[src/rtl/codec_write_buffer.sv]
// codec_write_buffer
//   Output stage between the stereo FIR pair and the audio CODEC write port.
//   Each filtered L/R pair flagged by in_valid_i is attenuated by an arithmetic
//   right shift and queued in a small FIFO. One pair is written per CODEC
//   write_ready window as a single-cycle strobe with left-justified data.
//   Overrun (drop on full) and underrun (empty window) events are counted.
//
// Ports
//   ck_i                 system clock
//   rst_ni               asynchronous active-low reset
//   in_left_i/in_right_i filtered samples, two's complement
//   in_valid_i           one-cycle pulse, both samples valid
//   att_i                attenuation shift 0..7, sampled at push
//   write_ready_i        CODEC can accept a pair
//   write_o              one-cycle write strobe
//   writedata_left_o/writedata_right_o  left-justified CODEC data
//   level_o              FIFO occupancy
//   overrun_cnt_o        dropped pairs, saturating
//   underrun_cnt_o       empty ready windows, saturating
module codec_write_buffer #(
    parameter int unsigned DEPTH = 4,
    parameter int unsigned IN_W  = 16,
    parameter int unsigned OUT_W = 24
) (
    input  logic                     ck_i,
    input  logic                     rst_ni,
    input  logic [IN_W-1:0]          in_left_i,
    input  logic [IN_W-1:0]          in_right_i,
    input  logic                     in_valid_i,
    input  logic [2:0]               att_i,
    input  logic                     write_ready_i,
    output logic                     write_o,
    output logic [OUT_W-1:0]         writedata_left_o,
    output logic [OUT_W-1:0]         writedata_right_o,
    output logic [$clog2(DEPTH):0]   level_o,
    output logic [7:0]               overrun_cnt_o,
    output logic [7:0]               underrun_cnt_o
);

    localparam int unsigned PtrW = $clog2(DEPTH);
    localparam int unsigned LvlW = PtrW + 1;
    localparam int unsigned PadW = OUT_W - IN_W;

    typedef enum logic {StIdle, StWaitLow} state_e;

    state_e                  state_q, state_d;
    logic [2*IN_W-1:0]       mem_q [DEPTH];
    logic [PtrW-1:0]         wr_ptr_q, rd_ptr_q;
    logic [LvlW-1:0]         level_q, level_d;
    logic [7:0]              ovr_q, ovr_d;
    logic [7:0]              und_q, und_d;
    logic                    write_q;
    logic [OUT_W-1:0]        wd_left_q, wd_right_q;

    logic                    pop, push, full, underrun_inc, overrun_inc;
    logic signed [IN_W-1:0]  left_sh, right_sh;
    logic [2*IN_W-1:0]       head;

    assign left_sh  = $signed(in_left_i) >>> att_i;
    assign right_sh = $signed(in_right_i) >>> att_i;
    assign head     = mem_q[rd_ptr_q];
    assign full     = (level_q == LvlW'(DEPTH));

    // Window FSM: at most one pop (or one underrun) per write_ready assertion.
    always_comb begin
        state_d      = state_q;
        pop          = 1'b0;
        underrun_inc = 1'b0;
        case (state_q)
            StIdle: begin
                if (write_ready_i) begin
                    state_d = StWaitLow;
                    if (level_q != '0) begin
                        pop = 1'b1;
                    end else begin
                        underrun_inc = 1'b1;
                    end
                end
            end
            StWaitLow: begin
                if (!write_ready_i) begin
                    state_d = StIdle;
                end
            end
            default: state_d = StIdle;
        endcase
    end

    // A same-cycle pop frees the slot, so a push into a full FIFO is accepted.
    always_comb begin
        push        = in_valid_i && (!full || pop);
        overrun_inc = in_valid_i && full && !pop;

        level_d = level_q;
        if (push && !pop) begin
            level_d = level_q + 1'b1;
        end else if (!push && pop) begin
            level_d = level_q - 1'b1;
        end

        ovr_d = ovr_q;
        if (overrun_inc && (ovr_q != 8'hff)) begin
            ovr_d = ovr_q + 8'd1;
        end

        und_d = und_q;
        if (underrun_inc && (und_q != 8'hff)) begin
            und_d = und_q + 8'd1;
        end
    end

    always_ff @(posedge ck_i or negedge rst_ni) begin
        if (!rst_ni) begin
            state_q    <= StIdle;
            wr_ptr_q   <= '0;
            rd_ptr_q   <= '0;
            level_q    <= '0;
            ovr_q      <= '0;
            und_q      <= '0;
            write_q    <= 1'b0;
            wd_left_q  <= '0;
            wd_right_q <= '0;
            for (int i = 0; i < int'(DEPTH); i++) begin
                mem_q[i] <= '0;
            end
        end else begin
            state_q <= state_d;
            level_q <= level_d;
            ovr_q   <= ovr_d;
            und_q   <= und_d;
            write_q <= pop;
            if (push) begin
                mem_q[wr_ptr_q] <= {left_sh, right_sh};
                wr_ptr_q        <= wr_ptr_q + 1'b1;
            end
            if (pop) begin
                rd_ptr_q   <= rd_ptr_q + 1'b1;
                wd_left_q  <= OUT_W'(head[2*IN_W-1:IN_W]) << PadW;
                wd_right_q <= OUT_W'(head[IN_W-1:0]) << PadW;
            end
        end
    end

    assign write_o           = write_q;
    assign writedata_left_o  = wd_left_q;
    assign writedata_right_o = wd_right_q;
    assign level_o           = level_q;
    assign overrun_cnt_o     = ovr_q;
    assign underrun_cnt_o    = und_q;

endmodule

[config.mk]
export PLATFORM = sky130hd
export DESIGN_NAME = codec_write_buffer
export DESIGN_NICKNAME = d
export VERILOG_FILES = /design/src/rtl/codec_write_buffer.sv
export SDC_FILE = /design/constraint.sdc
export NUM_CORES = 1
export LEC_CHECK = 0
export BUFFER_PORTS_ARGS = -buffer_cell sky130_fd_sc_hd__buf_2
export CORE_UTILIZATION = 55
export CTS_BUF_LIST = sky130_fd_sc_hd__clkbuf_16
export CTS_CLUSTER_SIZE = 16
export DETAILED_ROUTE_END_ITERATION = 8
export GPL_TIMING_DRIVEN = 0
export MAX_ROUTING_LAYER = met4
export PLACE_DENSITY_LB_ADDON = 0.15
export SKIP_CTS_REPAIR_TIMING = 1
export SYNTH_ARGS = -nofsm -noshare
export SYNTH_HDL_FRONTEND = slang
export SYNTH_SLANG_ARGS = --single-unit
[constraint.sdc]
create_clock -name ck_i -period 3.55 [get_ports ck_i]
set_clock_uncertainty 0.15 [all_clocks]
set_input_delay 0.71 -clock ck_i [delete_from_list [all_inputs] [get_ports ck_i]]
set_output_delay 0.71 -clock ck_i [all_outputs]
set_load 0.01 [all_outputs]
---- Word-level counts from Yosys, hierarchy flattened ----
Cells that the tools add are included.
operators by class
  add/sub/neg operators ................... 6
  $lt $le $gt $ge ......................... 3
  equality and inequality tests ........... 3
  shifts and indexed selects .............. 2
  mux-type cells .......................... 15
  bitwise operators ....................... 2
  reductions and logical operators ........ 14
operators by type and width
  cell                 number
  $bwmux 128           1
  $mux 32              3
  $bmux 32 s2          1
  $demux 32 s2         1
  $sshr 16x3->16       2
  $add 8x1->8 const B  2
  $ne 8x8->1 const B   2
  $logic_and 1x1->1    8
  $mux 1               7
  $ge 3x3->1 const B   2
  $mux 3               2
  $not 2->3            2
  $add 2x1->2 const B  2
  $add 3x1->3 const B  1
  $eq 3x3->1 const B   1
  $logic_not 1->1      3
  $lt 3x1->1 const B   1
  $reduce_bool 3->1    1
  $sub 3x1->3 const B  1
  $reduce_bool 2->1    1
  $logic_or 1x1->1     1
word-level totals
  flip-flop bits (word level) ............. 185
  input bits .............................. 39
  word-level logic and storage cells ...... 58

---- Depth between registers and ports, before layout ----
Gate-level depths: netlist (run 1).
  depth in word-level cells ............... 10
  gate-level depth with buffers ........... 12

---- Worst setup path before layout (run 1) ----
Ideal clock, no wire load.
  path kind ............................... input to register
  from .................................... input write_ready_i
  to ...................................... register level_q[1] (netlist: level_o[1])
  setup time .............................. 0.125 ns
  arrival ................................. 2.609 ns
  data required time ...................... 3.275 ns
  setup slack ............................. 0.667 ns
  stages on the path ...................... 10
  cells stage by stage .................... nor2b_1 -> buf_2 -> nor2b_1 -> buf_2 -> buf_2 -> inv_1 -> ha_1 -> inv_1 -> fa_1 -> mux2_2
RTL lines
  element               line  source
  from (decl)           31    input logic write_ready_i,
  $mux 1 *              71    if (write_ready_i) begin
  $mux 1 *              69    case (state_q)
  via pop               55    logic pop, push, full, underrun_inc, overrun_inc;
  $logic_or 1x1->1      91    push = in_valid_i && (!full || pop);
  $logic_and 1x1->1     91
  $logic_and 1x1->1 *   95    if (push && !pop) begin
  $mux 3 *              95
  via level_d[1]        49    logic [LvlW-1:0] level_q, level_d;
  to (signal assigned)  128   level_q <= level_d;
  to (decl)             49
The timed path passes the listed nets; every way through them passes the cells marked *.
A chain may end at the register's enable or synchronous reset.

---- Final worst setup path (run 1) ----
Ends and elaborated chain as after synthesis.

==> impl.org, run 1 <==
** Setup path
- Slack of the worst reg-to-reg path :: around 0.47 ns
- WS Path Type :: primary input to register
- STA classifies the critical path startpoint as a primary input.
- The startpoint identified for the worst register-to-register timing path is state_q.
- STA puts the critical path data required time at approximately 3.7 ns.
- Data arrives at the worst endpoint at 3.26 ns.
- Cell count of the worst reg-to-reg path :: 10
- Worst reg2reg endpoint :: level_o[1]
- CP endpoint kind :: register
- Of all nets on the critical path, the largest fanout is 10.

** STA
- Counting I/O delays and the setup requirement, the final critical path takes between 3 and 4 ns.
- Actual slew at the worst max-slew pin :: 0.8641 ns
- Final number of max-transition violations :: 0
- The number of hold-slack violations in the final timing report came to 0.
- Setup-violating endpoint count in the final report :: 0
- Adding up every negative setup slack in the final design gives 0 ns.
- Setup repair after global routing left no endpoint under its margin.
- Headroom to the max-slew limit came out at 42.05%.
- Derived from the worst setup path, the maximum achievable clock frequency is 0.3239 GHz.
- Final worst path period share :: 86.97%

** Synthesis
- Summing the areas of all fa, ha and maj instances in the mapped netlist gives under 10% of the synthesized area.
- Largest cells by area after synthesis :: sky130_fd_sc_hd__dfrtp_1 53%, sky130_fd_sc_hd__mux4_2 8.2%, sky130_fd_sc_hd__mux2_2 4.7%
- Post-synth top area cell :: sky130_fd_sc_hd__dfrtp_1
- Combinational family with the most area after synthesis :: multiplexers
- Synthesis warning total :: 0
- In this run the mean area of a mapped cell was 11.02 µm².
- Yosys mapped a number of flops with a built-in enable equal to 0.
- After technology mapping, the gate count stands at around 800.
- Synthesis inferred 185 register bits.
- Of all flip-flops after synthesis, the portion carrying an async set or reset was 100.0%.
- Of the total synthesized cell area, the portion taken by XOR and XNOR cells is between 1.5 and 2%.
- Most used flip-flop cell after synthesis :: sky130_fd_sc_hd__dfrtp_1
- Synthesized-area fraction occupied by ao, oa, aoi and oai cells :: 12.74%
- By count the netlist is led by 185 x sky130_fd_sc_hd__dfrtp_1, 92 x sky130_fd_sc_hd__nand2_1, 75 x sky130_fd_sc_hd__nor2_1, 75 x sky130_fd_sc_hd__o21ai_0, 62 x sky130_fd_sc_hd__a21oi_1.
- Area of the mapped netlist :: 0.008792 mm²
- Synthesis instantiated 39 different standard cells from the library.
- Share of cell area taken by muxes after synthesis :: 17.49%
- Summed over its instances, the top area cell type makes up 52.65% of the synthesized netlist area.
- Post-Synth Simple-Gate Area :: 9.535%
- Yosys instantiated no cell more often than sky130_fd_sc_hd__dfrtp_1.
- Of the synthesized area, sequential elements account for 52.65%.

** Floorplan
- The floorplan step defined a die boundary enclosing approximately 0.016 mm².
- Horiz. Die Dim :: ~130 µm
- DIE HEIGHT :: 128.4 µm
- The floorplan step defined a core boundary enclosing between 0.015 and 0.02 mm².
- Effective utilization at floorplan :: 56.99%
- Number of rows created at floorplan :: 45
- 107 I/O pins were placed.

** Routing
- Vias per inst :: 5.933
- The pre-antenna-repair detailed-routing pass consisted of 5 iterations.
- Violation count after the first detailed-routing iteration :: between 600 and 700
- Total detailed-routing wirelength :: 22.74 mm
- In the routed design, unresolved DRC markers number 0.
- Detailed routing inserted a total of ~7,000 vias.
- Detail-routed net length per standard cell :: 19.85 µm
- The count of nets left with antenna violations once routing finished came out at 0.

** Power and ir drop
- Logic gate share of total power :: 37.3%
- Sequential power share :: 41.6%
- Per report_power, the clock group accounts for 21.1% of the total.
- Leak :: 4.672 nW
- Power Internal :: 0.005553 W
- Peak supply drop :: just under 0.5 mV
- Of the total power, the share spent switching nets is 36.00%.
- Dividing total power by cell area gives a power density of 854.0 mW/mm².
- For this design the total switching power over the nets is 0.003124 W.

** Placement
- Input/output buffers :: 89
- The HPWL after detailed placement is 16.10 mm.
- Placement-stage cell area :: 0.009595 mm²
- Cell Count Post-Placement :: 1,114
- At the end of routability-driven placement, the weighted congestion stood at 0.8742.

** Global route
- Entering global routing, the biggest net connects 96 pins.
- Remaining global-route overflow :: 0
- Total routing resource utilization after global routing :: 30.45%
- The number of global-route vias before repair was 6,929.
- The first global-routing pass estimated 36.50 mm of wire.
- The number of antenna violations at the first check in global routing was 0.

** Layout
- The finished cells cover 0.01016 mm².
- The repair_antennas step left the layout with diodes totalling 0.
- The finished layout holds 1,146 standard cells, fillers aside.
- The net count of the finished layout is 969.
- Area added between synthesis and finish :: 15.57%
- Layout cell share with drive strength beyond 1 :: 24.17%

** CTS
- Clock buffers created by TritonCTS :: 17
- Clock tree from TritonCTS :: yes
- The clock net in this run drives a total of around 190 sinks.
- Bufs on Longest Clock Path :: 2
- The H-tree was split into 4 levels.
- After clock tree synthesis, the clock-pin slew on the worst setup and hold paths is 0.07 ns.
- Worst skew pair latency :: between 0.4 and 0.5 ns
- The tree is rooted in a sky130_fd_sc_hd__clkbuf_16.

** Outcome
- Result of the run :: complete, no violations

** Min path
- The min-delay analysis places its worst path in the category primary input to asynchronous set/reset pin.

** Job
- Number of max-cap violations :: 0
stage by stage:
step / util (%) / setup WS (ns) / power (W) / hold slack, ns
finish: 65.86 / 0.4626 / 0.008677 / 0.1254
global route: 65.86 / 0.3815 / 0.009196 / 0.1737
CTS: 65.86 / 0.4751 / 0.008700 / 0.1610
detailed placement: 62.20 / 0.03439 / 0.006866 / 0.3158
global placement: 61.95 / -1.152 / 0.006651 / 0.3060
floorplan: - / 0.6666 / 0.005761 / 0.2644
sequential cells by signal, summed over array words and instances, names as in the netlist:
signal,flops
mem_q,128
writedata_left_o,16
writedata_right_o,16
overrun_cnt_o,8
underrun_cnt_o,8
level_o,3
rd_ptr_q,2
wr_ptr_q,2
state_q,1
write_o,1
cell type report:
| cell class | instances | area [µm²] |
|---|---|---|
| Fill cell | 1259 | 5266 |
| Sequential cell | 185 | 4629 |
| Multi-Input combinational cell | 549 | 3839 |
| Timing Repair Buffer | 90 | 483.0 |
| Clock buffer | 17 | 425.4 |
| Buffer | 70 | 346.6 |
| Tap cell | 211 | 264.0 |
| Clock inverter | 15 | 140.1 |
| Inverter | 9 | 33.78 |
worst max-delay path, stage by stage:
cell and delay, ns:
sky130_fd_sc_hd__buf_2 0.08, sky130_fd_sc_hd__nor2b_1 0.22, sky130_fd_sc_hd__buf_2 0.29, sky130_fd_sc_hd__nor2b_1 0.15
sky130_fd_sc_hd__buf_2 0.32, sky130_fd_sc_hd__buf_2 0.42, sky130_fd_sc_hd__inv_1 0.09, sky130_fd_sc_hd__ha_1 0.22
sky130_fd_sc_hd__inv_1 0.07, sky130_fd_sc_hd__fa_1 0.41, sky130_fd_sc_hd__mux2_2 0.27
per-layer routing:
| metal | vias to the layer above | global-route usage [%] | wire length [µm] |
|---|---|---|---|
| met5 | - | - | 0 |
| met4 | 0 | 10.31 | 414 |
| met3 | 37 | 5.780 | 1570 |
| met2 | 295 | 48.43 | 11150 |
| met1 | 3426 | 39.49 | 9612 |
| li1 | 3041 | - | - |
worst max path at each step:
stage	to	depth (start not counted)	startpoint	slack, ns
after floorplan	level_o[1]	10	write_ready_i	0.67
after global placement	mem_q[50]	1	rst_ni	-1.15
after detailed placement	level_o[1]	11	write_ready_i	0.03
after CTS	level_o[1]	10	state_q	0.48
after global routing	level_o[1]	10	state_q	0.38
final	level_o[1]	11	write_ready_i	0.46
cell usage in the layout (no fill, tap or decap), drive strengths merged, types with 16 or more instances in the layout:
cell type / synthesis / layout
dfrtp: 185 / 185
buf: 32 / 122
nand2: 92 / 92
nor2: 75 / 75
o21ai: 75 / 75
a21oi: 62 / 62
clkbuf: 38 / 55
mux2i: 40 / 40
mux2: 37 / 37
mux4: 32 / 32
a22oi: 20 / 20
o22ai: 18 / 18
conb: 1 / 16
inv: 9 / 16
power by group through the flow:
stage | clock [W] | sequential [W] | combinational, W
after detailed placement | 0 | 0.00363 | 0.00323
after CTS | 0.00185 | 0.00360 | 0.00325
after global placement | 0 | 0.00355 | 0.00311
after floorplan | 0 | 0.00360 | 0.00217
after global routing | 0.00194 | 0.00371 | 0.00355
final | 0.00183 | 0.00361 | 0.00324
logic make-up after synthesis:
group / count (synthesis)
and+or+nand+nor: 203
AOI/OAI and AO/OA: 193
DFF: 185
muxes: 109
buffers and inverters: 79
xor gates and xnor gates: 20
adders and majority gates: 8
other: 1
(Power assumes the default switching activity.)
==> inputs of run 2 (changes only) <==
--- a/config.mk
+++ b/config.mk
@@ -6,7 +6,7 @@
 export NUM_CORES = 1
 export LEC_CHECK = 0
 export BUFFER_PORTS_ARGS = -buffer_cell sky130_fd_sc_hd__buf_2
-export CORE_UTILIZATION = 55
+export CORE_UTILIZATION = 58
 export CTS_BUF_LIST = sky130_fd_sc_hd__clkbuf_16
 export CTS_CLUSTER_SIZE = 16
 export DETAILED_ROUTE_END_ITERATION = 8
==> impl.org, run 2 (synthesis results as in run 1) <==
** Power and ir drop
- Switching part of the total :: 35.01% (-0.99 points)
- Switching power :: 0.003099 W (-0.79%)
- Leak :: 4.696 nW (+0.52%)
- Clock group share of total power :: 22.7% (+1.6 points)
- The total chip power was 0.008852 W (+2.0%).
- Cell Pwr Density :: 868.9 mW/mm² (+1.8%)
- Peak supply drop :: 0.4632 mV (-3.5%)
- The cell internal power dissipation is 0.005752 W (+3.6%).
- Sequential power share :: 40.9% (-0.7 points)
- The combinational share of power is 36.5% (-0.8 points).

** Global route
- Total routing resource utilization after global routing :: 31.69% (+1.2 points)
- The maximum number of pins on one net before global-route repair came to 112 (+17%).
- The number of global-route vias before repair came to 7,024 (+1.4%).
- Number of antenna violations at the first check in global routing :: 0 (unchanged)
- First-pass GRT wire length :: 37.03 mm (+1.5%)
- The overflow left after global routing is 0 (unchanged).

** CTS
- Clock-pin slew on the worst setup and hold paths :: 0.07 ns (about the same)
- TritonCTS built the clock tree.
- Clock buffers created by TritonCTS :: 17 (unchanged)
- H-tree depth :: 4 (unchanged)
- The maximum clock path buffer count is 2 (unchanged).
- The clock sink total is 185 (unchanged).
- The tree is rooted in a sky130_fd_sc_hd__clkbuf_16.
- Worst skew pair latency :: 0.43 ns (about the same)

** STA
- Setup-violating endpoint count in the final report :: 0 (unchanged)
- RSZ-0062 raised after global routing :: false
- Fmax :: 0.3289 GHz (+1.5%)
- The sum of negative setup slack is 0 ns (unchanged).
- The relative slew slack came to 44.74% (+2.7 points).
- Final number of max-transition violations :: 0 (unchanged)
- Actual slew at the worst max-slew pin :: 0.8240 ns (-0.04009 ns)
- Final worst path period share :: 85.65% (-1.3 points)
- Min cycle time layout :: 3.041 ns (-0.04682 ns)
- The number of hold-slack violations in the final timing report is 0 (unchanged).

** Layout
- Area added between synthesis and finish :: 15.87%
- The share of final-layout standard cells stronger than drive strength 1 was 24.39% (+0.21 points).
- The layout filler cell count came to 1,081 (-14%).
- The number of flip-flops under the largest register name is 128 (unchanged).
- Most common cell after layout, fill and taps aside :: sky130_fd_sc_hd__dfrtp_1
- The top cell types in the final layout, fill and taps aside, are 185 x sky130_fd_sc_hd__dfrtp_1, 101 x sky130_fd_sc_hd__buf_2, 92 x sky130_fd_sc_hd__nand2_1.
- Number of nets in the layout :: 969 (unchanged)
- The count of inserted antenna diode cells came to 0 (unchanged).
- Register bank with the most flops :: mem_q

** Floorplan
- Number of rows created at floorplan :: 44 (-2.2%)
- Core Box Area :: 0.01464 mm² (-5.1%)
- The number of primary I/O pins is 107 (unchanged).
- The die boundary height came to 125.1 µm (-2.6%).
- The starting utilization of the core area came to 60.04% (+3.0 points).
- The width of the chip came to 125.1 µm (-2.6%).
- The area of the die came to 0.01566 mm² (-5.1%).

** Routing
- The final wirelength is 22.36 mm (-1.7%).
- The wire length per cell is 19.98 µm (+0.67%).
- The total number of vias is 6,847 (+0.71%).
- The number of nets with antenna violations after detailed routing is 0 (unchanged).
- Residual DRC :: 0 (unchanged)
- The violation count after the first detailed-routing iteration came to 752 (+12%).
- The number of iterations in the first detailed-routing pass was 7 (+2).
- The via density per instance was 6.119 (+3.1%).

** Setup path
- The data arrival time of the critical path was 3.21 ns (-0.05 ns).
- The setup path with the least slack is of type primary input to register.
- Crit path required time :: 3.72 ns (about the same)
- The critical path starts at write_ready_i.
- The critical-path maximum fanout came to 10 (unchanged).
- CP endpoint kind :: register
- The startpoint identified for the worst register-to-register timing path is state_q.
- Startpoint type of the worst setup path :: primary input

** Placement
- The global placer's final weighted congestion is 0.8516 (-2.6%).
- The final HPWL from detailed placement came to 15.71 mm (-2.4%).
- The number of buffer cells added on primary ports was 89 (unchanged).

** Min path
- The path class of the tightest hold or removal check is primary input to asynchronous set/reset pin.

** Job
- The max-cap check violation count came to 0 (unchanged).

** Outcome
- Result of the run :: complete, no violations
-- run 2: per-stage QoR --
stage / instances / utilization (%) / setup slack [ns] / cell area [µm²] / hold slack [ns]
after floorplan: 813 / - / 0.6666 / 8848 / 0.2644
after global placement: 1086 / 65.04 / -1.106 / 9524 / 0.3060
after detailed placement: 1087 / 65.29 / 0.05340 / 9562 / 0.3156
after CTS: 1119 / 69.57 / 0.5064 / 10190 / 0.1033
after global routing: 1119 / 69.57 / 0.4288 / 10190 / 0.1356
final: 1119 / 69.57 / 0.5095 / 10190 / 0.08101
-- run 2: final timing paths --
path | slack [ns] | cells past startpoint | to
worst min-delay path | 0.08 | 1 | overrun_cnt_o[6]
worst max register to register | 0.52 | 10 | level_o[1]
worst min register to register | 0.33 | 2 | mem_q[101]
worst max-delay path | 0.51 | 11 | level_o[1]
min in group ck_i | 0.24 | 1 | state_q
max in group asynchronous | 2.22 | 2 | mem_q[50]
-- run 2: power groups by stage --
stage	registers [W]	logic, W	clock network [W]
2_1_floorplan	0.00360	0.00217	0
3_3_place_gp	0.00354	0.00309	0
3_5_place_dp	0.00363	0.00320	0
4_1_cts	0.00361	0.00324	0.00202
5_1_grt	0.00373	0.00355	0.00211
6_report	0.00362	0.00323	0.00201
-- run 2: cell type report --
class,count,area (µm²),area share [%]
Clock inverter,15,200.2,1.965
Buffer,70,346.6,3.402
Multi-Input combinational cell,549,3839,37.68
Clock buffer,17,425.4,4.176
Timing Repair Buffer,90,483.0,4.741
Sequential cell,185,4629,45.44
Tap cell,184,230.2,2.260
Inverter,9,33.78,0.3316
-- run 2: layer usage --
| metal | GRT usage (%) | routed length [µm] | vias up |
|---|---|---|---|
| li1 | - | - | 3050 |
| met2 | 49.06 | 10800 | 327 |
| met5 | - | 0 | - |
| met4 | 14.13 | 748 | 0 |
| met1 | 41.28 | 9210 | 3403 |
| met3 | 5.734 | 1597 | 67 |
-- run 2: critical path, cell delays in order --
cell                      delay (ns)
sky130_fd_sc_hd__buf_2          0.08
sky130_fd_sc_hd__nor2b_1        0.22
sky130_fd_sc_hd__buf_2          0.28
sky130_fd_sc_hd__nor2b_1        0.15
sky130_fd_sc_hd__buf_2          0.31
sky130_fd_sc_hd__buf_2          0.39
sky130_fd_sc_hd__inv_1          0.09
sky130_fd_sc_hd__ha_1           0.22
sky130_fd_sc_hd__inv_1          0.07
sky130_fd_sc_hd__fa_1           0.41
sky130_fd_sc_hd__mux2_2         0.26
